===== src/rtl/mem_stage_lsu.sv =====
// mem_stage_lsu: MEM-stage load/store unit for a 5-stage pipeline.
// Issues one bus transfer per memory op (IDLE -> BUSY -> DONE), stalls the
// pipeline while the transfer is outstanding, formats load data and places
// store data on the correct byte lanes. A bounded wait turns a missing
// dmem_ack into bus_err instead of hanging the pipeline.
// Optional feature: define MEM_STAGE_LSU_MISALIGN_TRAP_EN to trap misaligned
// halfword/word accesses (no bus request, mem_misalign raised in DONE).
module mem_stage_lsu #(
  parameter int unsigned TIMEOUT = 255
) (
  input  logic        clk,
  input  logic        r_n,
  input  logic        MemRead_mem,
  input  logic        MemWrite_mem,
  input  logic [2:0]  funct3_mem,
  input  logic        MemtoReg_mem,
  input  logic        RegWrite_mem,
  input  logic [31:0] ALUResult_mem,
  input  logic [31:0] rs2Data_mem,
  input  logic [4:0]  rdAddr_mem,
  output logic        dmem_req,
  output logic        dmem_we,
  output logic [31:0] dmem_addr,
  output logic [3:0]  dmem_be,
  output logic [31:0] dmem_wdata,
  input  logic        dmem_ack,
  input  logic [31:0] dmem_rdata,
  output logic        stall_mem,
  output logic        MemtoReg_out,
  output logic        RegWrite_out,
  output logic [31:0] MemDout_out,
  output logic [31:0] ALUResult_out,
  output logic [4:0]  rdAddr_out,
  output logic        mem_misalign,
  output logic        bus_err
);

  typedef enum logic [1:0] {
    IDLE = 2'b00,
    BUSY = 2'b01,
    DONE = 2'b10
  } state_t;

  localparam logic [7:0] TIMEOUT_C = TIMEOUT[7:0];

  state_t      state_r;
  logic [7:0]  cnt_r;
  logic        req_r;
  logic        we_r;
  logic [31:0] addr_r;
  logic [3:0]  be_r;
  logic [31:0] wdata_r;
  logic [31:0] data_r;
  logic [2:0]  f3_r;
  logic [1:0]  off_r;
  logic        bus_err_r;
  logic        mis_r;

  logic        op_s;
  logic [3:0]  be_s;
  logic [31:0] wdata_s;
  logic [1:0]  off_s;
  logic        trap_s;

  // Select the addressed lane of a read word and sign/zero extend it.
  function automatic logic [31:0] format_load(input logic [31:0] word,
                                              input logic [2:0]  f3,
                                              input logic [1:0]  off);
    logic [7:0]  b;
    logic [15:0] h;
    logic [31:0] res;
    case (off)
      2'b00:   b = word[7:0];
      2'b01:   b = word[15:8];
      2'b10:   b = word[23:16];
      2'b11:   b = word[31:24];
      default: b = word[7:0];
    endcase
    if (off[1]) h = word[31:16];
    else        h = word[15:0];
    case (f3)
      3'b000:  res = {{24{b[7]}}, b};
      3'b001:  res = {{16{h[15]}}, h};
      3'b010:  res = word;
      3'b100:  res = {24'h000000, b};
      3'b101:  res = {16'h0000, h};
      default: res = word;
    endcase
    return res;
  endfunction

  assign op_s = MemRead_mem | MemWrite_mem;

  // Decode access size into byte enables, replicated store data, load lane and trap.
  always_comb begin
    be_s    = 4'b0000;
    wdata_s = 32'h0000_0000;
    off_s   = 2'b00;
    trap_s  = 1'b0;
    case (funct3_mem[1:0])
      2'b00: begin
        be_s    = 4'b0001 << ALUResult_mem[1:0];
        wdata_s = {4{rs2Data_mem[7:0]}};
        off_s   = ALUResult_mem[1:0];
      end
      2'b01: begin
        if (ALUResult_mem[1]) be_s = 4'b1100;
        else                  be_s = 4'b0011;
        wdata_s = {2{rs2Data_mem[15:0]}};
        off_s   = {ALUResult_mem[1], 1'b0};
      end
      default: begin
        be_s    = 4'b1111;
        wdata_s = rs2Data_mem;
        off_s   = 2'b00;
      end
    endcase
`ifdef MEM_STAGE_LSU_MISALIGN_TRAP_EN
    case (funct3_mem[1:0])
      2'b00:   trap_s = 1'b0;
      2'b01:   trap_s = ALUResult_mem[0];
      default: trap_s = |ALUResult_mem[1:0];
    endcase
`else
    trap_s = 1'b0;
`endif
  end

  // Transfer FSM with registered bus interface, wait counter and status flags.
  always_ff @(posedge clk or negedge r_n) begin
    if (!r_n) begin
      state_r   <= IDLE;
      cnt_r     <= 8'd0;
      req_r     <= 1'b0;
      we_r      <= 1'b0;
      addr_r    <= 32'h0000_0000;
      be_r      <= 4'b0000;
      wdata_r   <= 32'h0000_0000;
      data_r    <= 32'h0000_0000;
      f3_r      <= 3'b000;
      off_r     <= 2'b00;
      bus_err_r <= 1'b0;
      mis_r     <= 1'b0;
    end else begin
      case (state_r)
        IDLE: begin
          cnt_r     <= 8'd0;
          bus_err_r <= 1'b0;
          mis_r     <= 1'b0;
          if (op_s) begin
            data_r <= 32'h0000_0000;
            if (trap_s) begin
              // Misaligned access: skip the bus and report in DONE.
              state_r <= DONE;
              mis_r   <= 1'b1;
            end else begin
              state_r <= BUSY;
              req_r   <= 1'b1;
              we_r    <= MemWrite_mem;
              addr_r  <= {ALUResult_mem[31:2], 2'b00};
              be_r    <= be_s;
              wdata_r <= wdata_s;
              f3_r    <= funct3_mem;
              off_r   <= off_s;
            end
          end else begin
            state_r <= IDLE;
          end
        end
        BUSY: begin
          cnt_r <= cnt_r + 8'd1;
          if (dmem_ack) begin
            state_r <= DONE;
            req_r   <= 1'b0;
            we_r    <= 1'b0;
            if (we_r) data_r <= 32'h0000_0000;
            else      data_r <= format_load(dmem_rdata, f3_r, off_r);
          end else if (cnt_r == (TIMEOUT_C - 8'd1)) begin
            state_r   <= DONE;
            req_r     <= 1'b0;
            we_r      <= 1'b0;
            data_r    <= 32'h0000_0000;
            bus_err_r <= 1'b1;
          end else begin
            state_r <= BUSY;
          end
        end
        DONE: begin
          state_r   <= IDLE;
          cnt_r     <= 8'd0;
          bus_err_r <= 1'b0;
          mis_r     <= 1'b0;
        end
        default: begin
          state_r   <= IDLE;
          cnt_r     <= 8'd0;
          req_r     <= 1'b0;
          we_r      <= 1'b0;
          bus_err_r <= 1'b0;
          mis_r     <= 1'b0;
        end
      endcase
    end
  end

  // Pipeline-facing outputs: stall, writeback control and load data.
  always_comb begin
    stall_mem   = 1'b0;
    MemDout_out = 32'h0000_0000;
    case (state_r)
      IDLE:    stall_mem = op_s;
      BUSY:    stall_mem = 1'b1;
      DONE:    MemDout_out = data_r;
      default: stall_mem = 1'b0;
    endcase
  end

  // bus_err and mis_r are only ever set while in DONE, so they gate writeback there.
  assign RegWrite_out  = RegWrite_mem & ~bus_err_r & ~mis_r;
  assign MemtoReg_out  = MemtoReg_mem;
  assign ALUResult_out = ALUResult_mem;
  assign rdAddr_out    = rdAddr_mem;
  assign dmem_req      = req_r;
  assign dmem_we       = we_r;
  assign dmem_addr     = addr_r;
  assign dmem_be       = be_r;
  assign dmem_wdata    = wdata_r;
  assign bus_err       = bus_err_r;
  assign mem_misalign  = mis_r;

endmodule


===== config.mk =====
export PLATFORM = sky130hd
export DESIGN_NAME = mem_stage_lsu
export DESIGN_NICKNAME = d
export VERILOG_FILES = /design/src/rtl/mem_stage_lsu.sv
export SDC_FILE = /design/constraint.sdc
export NUM_CORES = 1
export LEC_CHECK = 0
export ABC_AREA = 1
export BUFFER_PORTS_ARGS = -buffer_cell sky130_fd_sc_hd__buf_2
export CORE_MARGIN = 1.5
export CORE_UTILIZATION = 50
export DETAILED_ROUTE_END_ITERATION = 6
export GPL_TIMING_DRIVEN = 0
export HOLD_SLACK_MARGIN = 0.12
export MAX_ROUTING_LAYER = met4
export PLACE_DENSITY = 0.86
export SYNTH_ARGS = -nofsm -noshare
export SYNTH_HDL_FRONTEND = slang
export SYNTH_SLANG_ARGS = --single-unit

===== constraint.sdc =====
create_clock -name clk -period 3.1 [get_ports clk]
set_clock_uncertainty 0.05 [all_clocks]
set_input_delay 0.62 -clock clk [delete_from_list [all_inputs] [get_ports clk]]
set_output_delay 0.62 -clock clk [all_outputs]
set_load 0.1 [all_outputs]

==> reports/summary.md, run 1 <==
• **run status** complete, but fails checks
• **violations in the final reports** DRC
• **routed via count divided by cell count** 5.113
• **clock transition at the registers of the reported paths** 50 ps
• **top fanout value on the critical path** 10
• **slew at the pin closest to its max-slew limit** 532.6 ps
• **critical hold path startpoint** funct3_mem[2]
• **antenna violation net count after detailed routing** 0
• **TritonCTS Buffers** 17
• **die extent in y** 112.3 um
• **Syn-to-layout area delta** 33.26%
• **Initial Utilization** 51.85%
• **pre-CTS setup slack** 846.9 ps
• **first-pass iteration count of the detailed router** 7
• **number of clock sinks** 116
• **Final Worst Setup Slack** 376.8 ps
• **Post-Synthesis Cells** 807
• **portion of the post-synthesis area used by sequential elements** 48.62%
• **Tmin final** 2723 ps
• **residual DRC count** 2
• **most used cells in the layout excluding fill and tap cells** 313 x nand2_1, 259 x buf_2, 116 x dfrtp_1, 98 x nor2_1, 49 x inv_1
• **portion of the clock cycle consumed by the worst path in the final layout** 87.85%
• **startpoint of the lowest-slack register-to-register path** cnt_r[0]$_DFF_PN0_
• **upper clock frequency limit** 367.2 MHz
• **most common library cell in the layout ignoring fill and taps** nand2_1
• **startpoint class of the critical path** flip-flop
• **Slew Viols, Final** 0
• **number of cells in the design after placement** 1196
• **worst reg2reg path endpoint** data_r[23]$_DFFE_PN0P_
• **routed vias** 6284
• **number of non-filler instances in the completed layout** 1229
• **Yosys warning count** 0
• **depth of the worst register-to-register path** 10
• **total of flip-flops plus latches after synthesis** 116
• **final net count** 1186
• **CTS Buffer Depth** 2
• **Filler cells** 939
• **Core Area** 11520 um^2
• **total half-perimeter wirelength after legalization and detailed placement** 13210 um
• **data required time of the critical path** 2430 ps
• **routability-driven placement congestion ratio** 0.9197
• **Die Outline Area** 12610 um^2
• **Worst EP arrival** 2050 ps
• **root cell of the clock tree** clkbuf_16
• **maximum single-stage delay on the critical path** 440 ps
• **Cells on Worst Hold Path** 3
• **hold violation total from the final report** 0
• **endpoint of the worst hold-timing path** f3_r[2]$_DFFE_PN0P_
• **RSZ-0062 raised after global routing** no
• **starting DRC count in detailed routing** 422
• **insertion delay to the later sink of the worst-skew pair** 410 ps
• **cell area after synthesis** 5971 um^2
• **Final setup viols** 0
• **number of buffers added on ports** 243
• **CTS H-tree lvls** 4
• **crit path cell chain** inv_1 > nand2_1 > clkbuf_1 > nor2_1 > buf_2
• **final wirelength** 17670 um
• **Max-Slew Margin vs Limit** 64.49%
• **antenna violations before repair** 1
• **type of the tightest min-delay check** input port to flip-flop
• **Cell Rows** 39
• **Crit Path Category** flip-flop to primary output
• **slowest CP cell** buf_2
• **CTS tree** done
• **maximum number of pins on one net before global-route repair** 77
• **total grt overflow** 0
• **floorplan die width** 112.3 um
• **worst reg2reg setup slack** 1390 ps
• **unique cell type count in the Yosys netlist** 31
• **Wirelength per Cell** 14.38 um
• **final-layout worst hold slack** 354.0 ps
• **wire length of the first global-routing pass** 27860 um
• **cells resized by post-CTS repair** 0
• **vias in the first global route** 5920
• **mean instance size in the synthesized netlist** 7.399 um^2
• **Max Cap Violations** 0
• **endpoint class of the critical path** primary output
• **I/O pin count** 255
• **global-route usage over all layers** 28.99%
• **share of cells above drive strength 1** 33.00%
## cells in the mapped netlist
cell type	number	share of area [%]
clkinv_1	1	0.063
nand4_1	1	0.10
o21ai_2	1	0.15
o21ai_1	1	0.084
buf_1	1	0.063
a21oi_1	43	3.6
a31oi_1	1	0.10
nor2_4	1	0.19
o21bai_1	1	0.13
nor2_1	98	6.2
buf_2	17	1.4
dfrtp_1	116	49
nand3_4	1	0.29
o211ai_1	5	0.63
buf_4	46	5.8
nand2_2	3	0.31
ha_1	2	0.42
inv_1	49	3.1
and2_1	1	0.10
nand3_1	37	3.1
nor2_2	2	0.21
o21a_1	3	0.38
o21ai_0	33	2.8
buf_6	1	0.19
inv_2	6	0.38
conb_1	1	0.063
nand2_4	1	0.19
a21oi_2	2	0.29
or2_2	6	0.63
clkbuf_1	13	0.82
nand2_1	313	20
## critical path: cells and delay by family (launching register included)
kind          cells  cell delay [ps]
buf+inv           3              870
simple gates      2              390
flops             1              380
## worst max path at each step
stage,to,from,depth (start not counted),slack (ps)
after global routing,MemDout_out[28],state_r[0]$_DFF_PN0_,5,280
after global placement,dmem_wdata[5]$_DFFE_PN0P_,r_n,1,-30
after CTS,MemDout_out[15],state_r[0]$_DFF_PN0_,5,370
after floorplan,RegWrite_out,bus_err$_DFFE_PN0P_,1,270
final,MemDout_out[15],state_r[0]$_DFF_PN0_,5,380
after detailed placement,MemDout_out[15],state_r[0]$_DFF_PN0_,5,850
## area by class of cell
type                       count  area, um^2  share of cell area (%)
buffer                        78       494.2                   6.212
clock buffer                  22       454.2                   5.708
sequential                   116        2903                   36.48
tap                          143       178.9                   2.249
clock inverter                 9       82.58                   1.038
multi-input combinational    559        2371                   29.80
inverter                      56       210.2                   2.642
timing repair buffer         245        1260                   15.84
antenna                        1       2.502                 0.03145
## per-layer routing
metal	vias to the layer above	part of all wire, %	GRT usage (%)
li1	2997	-	-
met1	2904	40	34.33
met2	331	49	47.44
met3	52	7.7	5.832
met4	0	3.6	14.43
met5	-	0	-
## through the flow
step                      instance area (um^2)  util (%)  TNS [ps]
after floorplan                           5978         -         0
after global placement                    7373     64.03     -2023
after detailed placement                  7407     64.32         0
after CTS                                 7954     69.07         0
after global routing                      7956     69.09         0
final                                     7956     69.09         0
## flip-flops by register name, summed over array words and instances (netlist names), 2 cells and up
| register | cells |
|---|---|
| dmem_addr | 30 |
| off_r | 2 |
| state_r | 2 |
| f3_r | 3 |
| data_r | 32 |
| cnt_r | 8 |
| dmem_be | 4 |
| dmem_wdata | 32 |
## logic make-up after synthesis
logic type	share of synthesized area [%]
AOI/OAI and AO/OA	8.131
adders and majority gates	0.4190
buffers and inverters	11.80
DFF	48.62
other	0.06281
and+or+nand+nor	30.97
## repair_timing
item                      4_1_cts  5_1_grt
buffers inserted                0        0
hold buffers                    1        0
hold endpoints to repair       40        0
Power of run 1 is left out: the tool's default activity adds up to more than one toggle a clock period on the data nets, which glitch-free logic cannot reach.
==> run 2, diff against run 1 <==
--- a/config.mk
+++ b/config.mk
@@ -9,6 +9,7 @@
 export BUFFER_PORTS_ARGS = -buffer_cell sky130_fd_sc_hd__buf_2
 export CORE_MARGIN = 1.5
 export CORE_UTILIZATION = 50
+export CTS_BUF_LIST = sky130_fd_sc_hd__clkbuf_8
 export DETAILED_ROUTE_END_ITERATION = 6
 export GPL_TIMING_DRIVEN = 0
 export HOLD_SLACK_MARGIN = 0.12
==> constraint.sdc (replaced) <==
create_clock -name clk -period 3.1 [get_ports clk]
set_clock_uncertainty 0.05 [all_clocks]
set_input_delay 0.465 -clock clk [delete_from_list [all_inputs] [get_ports clk]]
set_output_delay 0.465 -clock clk [all_outputs]
set_load 0.1 [all_outputs]
==> run 2 against run 1 <==
Against the previous run:
- the flow still finishes with violations (DRC)
- first-iteration DRC count decreased by 1.2%
- flip-flop and latch count unchanged
- worst setup slack improved by 180 ps
- non-clock buffer count unchanged
- via count decreased by 0.45%
- count of clock-buffer cells in the layout decreased by 4
- critical path type unchanged
- highest routed layer unchanged
==> reports/summary.md, run 2 (synthesized netlist as in run 1, its figures left out) <==
• **run status** complete, but fails checks
• **violations in the final reports** DRC
• **Final setup viols** 0, unchanged
• **CTS H-tree lvls** 4, unchanged
• **Sequential cell area** 2903 um^2, unchanged
• **critical path's top delay family** buffers and inverters
• **residual DRC count** 28, +26
• **Layout Cell Area excl Fill** 7765 um^2, -2.4%
• **Buf/Inv on CP** 3, unchanged
• **CTS Buffer Depth** 2, unchanged
• **routed vias** 6256, -0.45%
• **first-pass iteration count of the detailed router** 7, unchanged
• **Initial Utilization** 51.85%, unchanged
• **total setup buffers inserted after CTS** 0, unchanged
• **I/O pin count** 255, unchanged
• **sum of negative setup slack** 0 ps, unchanged
• **insertion delay to the later sink of the worst-skew pair** 430 ps, +20 ps
• **Wirelength per Cell** 14.11 um, -1.8%
• **upper clock frequency limit** 393.3 MHz, +7.1%
• **floorplan die width** 112.3 um, unchanged
• **combined area of the multi-input logic cells** 2371 um^2, unchanged
• **vias in the first global route** 5795, -2.1%
• **number of buffers added on ports** 243, unchanged
• **slowest CP cell** buf_2
• **Die Outline Area** 12610 um^2, unchanged
• **slew at the pin closest to its max-slew limit** 530.7 ps, -1.975 ps
• **die extent in y** 112.3 um, unchanged
• **routed via count divided by cell count** 5.090, -0.45%
• **portion of the clock cycle consumed by the worst path in the final layout** 82.02%, -5.8 points
• **total placed instance area** 7407 um^2, unchanged
• **Slew Viols, Final** 0, unchanged
• **Syn-to-layout area delta** 30.05%
• **Crit Path Category** flip-flop to primary output
• **number of clock sinks** 116, unchanged
• **routability-driven placement congestion ratio** 0.9197, unchanged
• **data required time of the critical path** 2580 ps, +150 ps
• **hold violation total from the final report** 0, unchanged
• **Tmin final** 2542 ps, -180.7 ps
• **crit path cell chain** inv_1 > nand2_1 > clkbuf_1 > nor2_1 > buf_2
• **CTS tree** done
• **Core Area** 11520 um^2, unchanged
• **clock transition at the registers of the reported paths** 70 ps, +20 ps
• **antenna violations before repair** 1, unchanged
• **total half-perimeter wirelength after legalization and detailed placement** 13210 um, unchanged
• **Max Cap Violations** 0, unchanged
• **total grt overflow** 0, unchanged
• **Final Worst Setup Slack** 557.5 ps, +180.7 ps
• **worst reg2reg setup slack** 1430 ps, +40 ps
• **RSZ-0062 raised after global routing** no
• **top fanout value on the critical path** 10, unchanged
• **final wirelength** 17350 um, -1.8%
• **global-route usage over all layers** 28.38%, -0.61 points
• **Cell Rows** 39, unchanged
• **share of cells above drive strength 1** 33.00%, unchanged
• **final-layout worst hold slack** 182.6 ps, -171.5 ps
• **Max-Slew Margin vs Limit** 64.62%, +0.13 points
• **pre-CTS setup slack** 1002 ps, +155.0 ps
• **TritonCTS Buffers** 17, unchanged
• **Filler cells** 969, +3.2%
• **type of the tightest min-delay check** input port to flip-flop
• **root cell of the clock tree** clkbuf_8
• **endpoint class of the critical path** primary output
• **most used cells in the layout excluding fill and tap cells** 313 x nand2_1, 259 x buf_2, 116 x dfrtp_1, 98 x nor2_1, 53 x inv_1
• **Worst EP arrival** 2030 ps, -20 ps
• **maximum number of pins on one net before global-route repair** 77, unchanged
• **most common library cell in the layout ignoring fill and taps** nand2_1
• **maximum single-stage delay on the critical path** 440 ps, about the same
• **startpoint class of the critical path** flip-flop
• **antenna violation net count after detailed routing** 0, unchanged
• **starting DRC count in detailed routing** 417, -1.2%
• **wire length of the first global-routing pass** 27320 um, -1.9%
• **final net count** 1186, unchanged
run 2: cell types whose count changed in the layout (fill, tap and decap cells not counted):
cell,previous run,this run
clkbuf_8,1,18
clkbuf_16,17,0
clkbuf_1,17,13
inv_1,49,53
run 2: through the flow:
| stage | util [%] | cells |
|---|---|---|
| finish | 67.43 | 1229 |
| floorplan | - | 809 |
| detailed placement | 64.32 | 1196 |
| CTS | 67.41 | 1228 |
| global placement | 64.03 | 1195 |
| global route | 67.43 | 1229 |
run 2: path summary, 6_finish.rpt:
check / start / end / depth (start not counted)
max in group asynchronous: r_n / off_r[0]$_DFFE_PN0P_ / 3
max: state_r[0]$_DFF_PN0_ / MemDout_out[15] / 5
min in group asynchronous: r_n / cnt_r[2]$_DFF_PN0_ / 2
min reg2reg: data_r[21]$_DFFE_PN0P_ / data_r[21]$_DFFE_PN0P_ / 2
min: funct3_mem[2] / f3_r[2]$_DFFE_PN0P_ / 3
max reg2reg: cnt_r[0]$_DFF_PN0_ / data_r[28]$_DFFE_PN0P_ / 10
run 2: metal layers:
metal	wire [um]	vias up	global-route usage, %
met5	0	-	-
met4	607	0	12.66
met3	1439	53	6.102
met2	8328	326	46.13
met1	6970	2886	34.23
li1	-	2991	-
run 2: layout make-up:
| class | instances | area share, % |
|---|---|---|
| clock inverter | 13 | 1.257 |
| multi-input combinational | 559 | 30.53 |
| clock buffer | 18 | 3.190 |
| sequential | 116 | 37.38 |
| inverter | 56 | 2.707 |
| tap | 143 | 2.304 |
| timing repair buffer | 245 | 16.23 |
| buffer | 78 | 6.365 |
| antenna | 1 | 0.03223 |
run 2: worst register-to-register path, stage by stage (launching register included):
cell and delay, ps:
dfrtp_1 400, inv_1 60, ha_1 180, nand2_1 60, nor2_1 30, nand2_1 110
nand3_1 150, nand2_2 170, buf_2 250, nand2_1 70, nand2_1 80
run 2: timing repair:
item,CTS,global route
hold buffers,1,0
gates resized for setup,0,0
setup endpoints to repair,0,0
hold endpoints to repair,40,0
Power of run 2 is left out for the same reason.
==> run 3, diff against run 2 <==
--- a/config.mk
+++ b/config.mk
@@ -5,10 +5,10 @@
 export SDC_FILE = /design/constraint.sdc
 export NUM_CORES = 1
 export LEC_CHECK = 0
-export ABC_AREA = 1
+export ABC_AREA = 0
 export BUFFER_PORTS_ARGS = -buffer_cell sky130_fd_sc_hd__buf_2
 export CORE_MARGIN = 1.5
-export CORE_UTILIZATION = 50
+export CORE_UTILIZATION = 49
 export CTS_BUF_LIST = sky130_fd_sc_hd__clkbuf_8
 export DETAILED_ROUTE_END_ITERATION = 6
 export GPL_TIMING_DRIVEN = 0
==> constraint.sdc (replaced) <==
create_clock -name clk -period 2.64 [get_ports clk]
set_clock_uncertainty 0.05 [all_clocks]
set_input_delay 0.396 -clock clk [delete_from_list [all_inputs] [get_ports clk]]
set_output_delay 0.396 -clock clk [all_outputs]
set_load 0.1 [all_outputs]
==> run 3 against run 2 <==
Against the previous run:
- count of clock-buffer cells in the layout rose by 4
- critical path depth unchanged
- core utilization up 2.9 points
- wire length is 1.9% lower
- the run now ends clean
- design area rose by 2.9%
- flip-flop and latch count is the same
- first-iteration DRC count is 30% lower
==> reports/summary.md, run 3 <==
• **Slew Viols, Final** 0, unchanged
• **slew at the pin closest to its max-slew limit** 1055 ps, +524.1 ps
• **portion of the clock cycle consumed by the worst path in the final layout** 92.37%
• **Cell Rows** 39, unchanged
• **data required time of the critical path** 2190 ps, -390 ps
• **area leader, netlist** dfrtp_1
• **critical path's top delay family** buffers and inverters
• **CP Launch Point** state_r[1]$_DFF_PN0_
• **antenna violations before repair** 0, -1
• **slowest CP cell** dfrtp_1
• **number of clock sinks** 116, unchanged
• **Post-Synth Adder-Cell Area** 0.4398%, +0.021 points
• **antenna violation net count after detailed routing** 0, unchanged
• **Tmin final** 2439 ps
• **synthesized-area fraction occupied by and/or/nand/nor cells** 20.12%, -11 points
• **top fanout value on the critical path** 10, unchanged
• **floorplan die width** 110.8 um, -1.3%
• **final net count** 1024, -14%
• **routed vias** 5551, -11%
• **portion of the post-synthesis area used by sequential elements** 51.01%, +2.4 points
• **Die Outline Area** 12270 um^2, -2.7%
• **starting DRC count in detailed routing** 292, -30%
• **cell area after synthesis** 5690 um^2, -4.7%
• **Max-Slew Margin vs Limit** 29.14%, -35 points
• **residual DRC count** 0, -100%
• **startpoint of the lowest-slack register-to-register path** state_r[0]$_DFF_PN0_
• **TritonCTS Buffers** 17, unchanged
• **unique cell type count in the Yosys netlist** 40, +29%
• **total half-perimeter wirelength after legalization and detailed placement** 12370 um, -6.4%
• **number of buffers added on ports** 245, +0.82%
• **crit path cell chain** inv_1 > nor2_2 > clkbuf_2 > and2_1 > clkbuf_4
• **share of cells above drive strength 1** 36.69%, +3.7 points
• **wire length of the first global-routing pass** 26740 um, -2.1%
• **root cell of the clock tree** clkbuf_8
• **ranking of synthesized cells by instance count** 155 x nand2_1, 116 x dfrtp_1, 51 x o21ai_0, 41 x buf_4, 36 x nor2_1
• **Yosys top cell area share** 51.01%, +2.4 points
• **combinational family with the most area after synthesis** simple AND/OR/NAND/NOR gates
• **pre-CTS setup slack** 269.8 ps, -732.0 ps
• **total grt overflow** 0, unchanged
• **Buf/Inv on CP** 3, unchanged
• **hold violation total from the final report** 0, unchanged
• **most common cell in the synthesized netlist** nand2_1
• **vias in the first global route** 5343, -7.8%
• **depth of the worst register-to-register path** 3, -7
• **CTS tree** done
• **first-pass iteration count of the detailed router** 5, -2
• **clock transition at the registers of the reported paths** 70 ps, about the same
• **CTS H-tree lvls** 4, unchanged
• **Wirelength per Cell** 15.95 um, +13%
• **Syn-to-layout area delta** 40.46%
• **synth top area cells** dfrtp_1 51%, nand2_1 10%, buf_4 5.4%, o21ai_0 4.5%, mux2i_1 4.4%
• **final-layout worst hold slack** 156.4 ps, -26.15 ps
• **RSZ-0062 raised after global routing** no
• **endpoint class of the critical path** primary output
• **routed via count divided by cell count** 5.202, +2.2%
• **number of synthesized flops with an enable pin** 0, unchanged
• **CTS Buffer Depth** 2, unchanged
• **utilization of the core after routing** 70.30%, +2.9 points
• **mean instance size in the synthesized netlist** 9.298 um^2, +26%
• **number of non-filler instances in the completed layout** 1067, -13%
• **number of inserted diodes** 0, -1
• **insertion delay to the later sink of the worst-skew pair** 440 ps, about the same
• **Final Worst Setup Slack** 201.4 ps, -356.1 ps
• **final wirelength** 17010 um, -1.9%
• **worst reg2reg setup slack** 560 ps, -870 ps
• **worst reg2reg path endpoint** f3_r[1]$_DFFE_PN0P_
• **routability-driven placement congestion ratio** 0.8810, -4.2%
• **Post-Synthesis Cells** 612, -24%
• **Crit path depth** 5, unchanged
• **Worst EP arrival** 1990 ps, -40 ps
• **total of flip-flops plus latches after synthesis** 116, unchanged
• **startpoint class of the critical path** flip-flop
• **share of flip-flops with an asynchronous set or reset after synthesis** 100.0%, unchanged
• **most common library cell in the layout ignoring fill and taps** buf_2
• **Core Area** 11370 um^2, -1.3%
• **xor/xnor cell area share of the yosys netlist** 0.9235%, +0.92 points
• **type of the tightest min-delay check** input port to flip-flop
• **Critical path destination** MemDout_out[17]
• **Crit Path Category** flip-flop to primary output
• **Yosys warning count** 0, unchanged
• **I/O pin count** 255, unchanged
• **global-route usage over all layers** 28.89%, +0.51 points
• **Max Cap Violations** 0, unchanged
• **most used cells in the layout excluding fill and tap cells** 221 x buf_2, 155 x nand2_1, 116 x dfrtp_1, 70 x buf_4, 51 x o21ai_0
• **Final setup viols** 0, unchanged
• **maximum single-stage delay on the critical path** 460 ps, +20 ps
• **share of cell area taken by muxes after synthesis** 5.387%, +5.4 points
• **die extent in y** 110.8 um, -1.3%
• **Initial Utilization** 50.05%, -1.8 points
• **post-synthesis compound-gate area fraction** 13.65%, +5.5 points
• **upper clock frequency limit** 410.1 MHz
• **run status** finished clean
• **maximum number of pins on one net before global-route repair** 66, -14%
• **most instantiated flip-flop cell in the synthesis netlist** dfrtp_1
• **number of cells in the design after placement** 1003, -16%
-- run 3: cell count changes after synthesis, moves of 10 or more --
| cell | previous run | this run |
|---|---|---|
| a21oi_1 | 43 | 18 |
| nand2_1 | 313 | 155 |
| buf_2 | 17 | 7 |
| clkbuf_1 | 13 | 25 |
| mux2i_1 | 0 | 25 |
| a221o_1 | 0 | 16 |
| nor2_1 | 98 | 36 |
| nand3_1 | 37 | 5 |
| and2_1 | 1 | 32 |
| o21ai_0 | 33 | 51 |
| o2bb2ai_1 | 0 | 15 |
| inv_1 | 49 | 6 |
-- run 3: worst register-to-register path, delay by kind of cell (launching register included) --
| kind | cells | cell delay, ps |
|---|---|---|
| buffers and inverters | 1 | 430 |
| AO/OA/AOI/OAI | 1 | 130 |
| AND/OR/NAND/NOR | 1 | 880 |
| flip-flops | 1 | 460 |
-- run 3: worst min-delay path by stage --
stage | cells past startpoint | slack (ps) | endpoint | startpoint
5_1_grt | 2 | 130 | data_r[22]$_DFFE_PN0P_ | dmem_rdata[22]
3_5_place_dp | 2 | 410 | dmem_addr[8]$_DFFE_PN0P_ | dmem_addr[8]$_DFFE_PN0P_
4_1_cts | 2 | 130 | data_r[16]$_DFFE_PN0P_ | dmem_rdata[16]
2_1_floorplan | 0 | 50 | bus_err$_DFFE_PN0P_ | r_n
3_3_place_gp | 2 | 400 | dmem_addr[8]$_DFFE_PN0P_ | dmem_addr[8]$_DFFE_PN0P_
6_report | 2 | 160 | data_r[16]$_DFFE_PN0P_ | dmem_rdata[16]
-- run 3: logic make-up after synthesis --
family,Yosys count
other cells,1
compound gates,117
simple gates,259
xor+xnor,6
flops,116
mux,29
fa+ha+maj,2
buf+inv,82
-- run 3: cell type report --
class	instances	area, um^2
buffer	76	459.2
timing repair buffer	278	1652
fill	893	3377
clock inverter	10	150.1
inverter	6	22.52
multi-input combinational	416	2325
clock buffer	22	302.8
tap	143	178.9
sequential	116	2903
-- run 3: routing by layer --
| metal | track usage (%) | wire [um] | vias to the layer above |
|---|---|---|---|
| met1 | 34.24 | 6678 | 2611 |
| li1 | - | - | 2629 |
| met3 | 7.053 | 1204 | 45 |
| met4 | 12.48 | 531 | 0 |
| met2 | 47.16 | 8600 | 266 |
| met5 | - | 0 | - |
-- run 3: through the flow --
step / setup TNS (ps) / instance area (um^2)
floorplan: 0 / 5703
global placement: -25190 / 7108
detailed placement: 0 / 7138
CTS: 0 / 7983
global route: 0 / 7993
finish: 0 / 7993
-- run 3: what timing repair did --
action | in CTS | in global routing
endpoints found under the setup margin | 30 | 30
gates resized for setup | 29 | 7
hold buffers | 32 | 0
hold endpoints to repair | 95 | 0
setup buffers | 0 | 0
Power of run 3 is left out for the same reason.
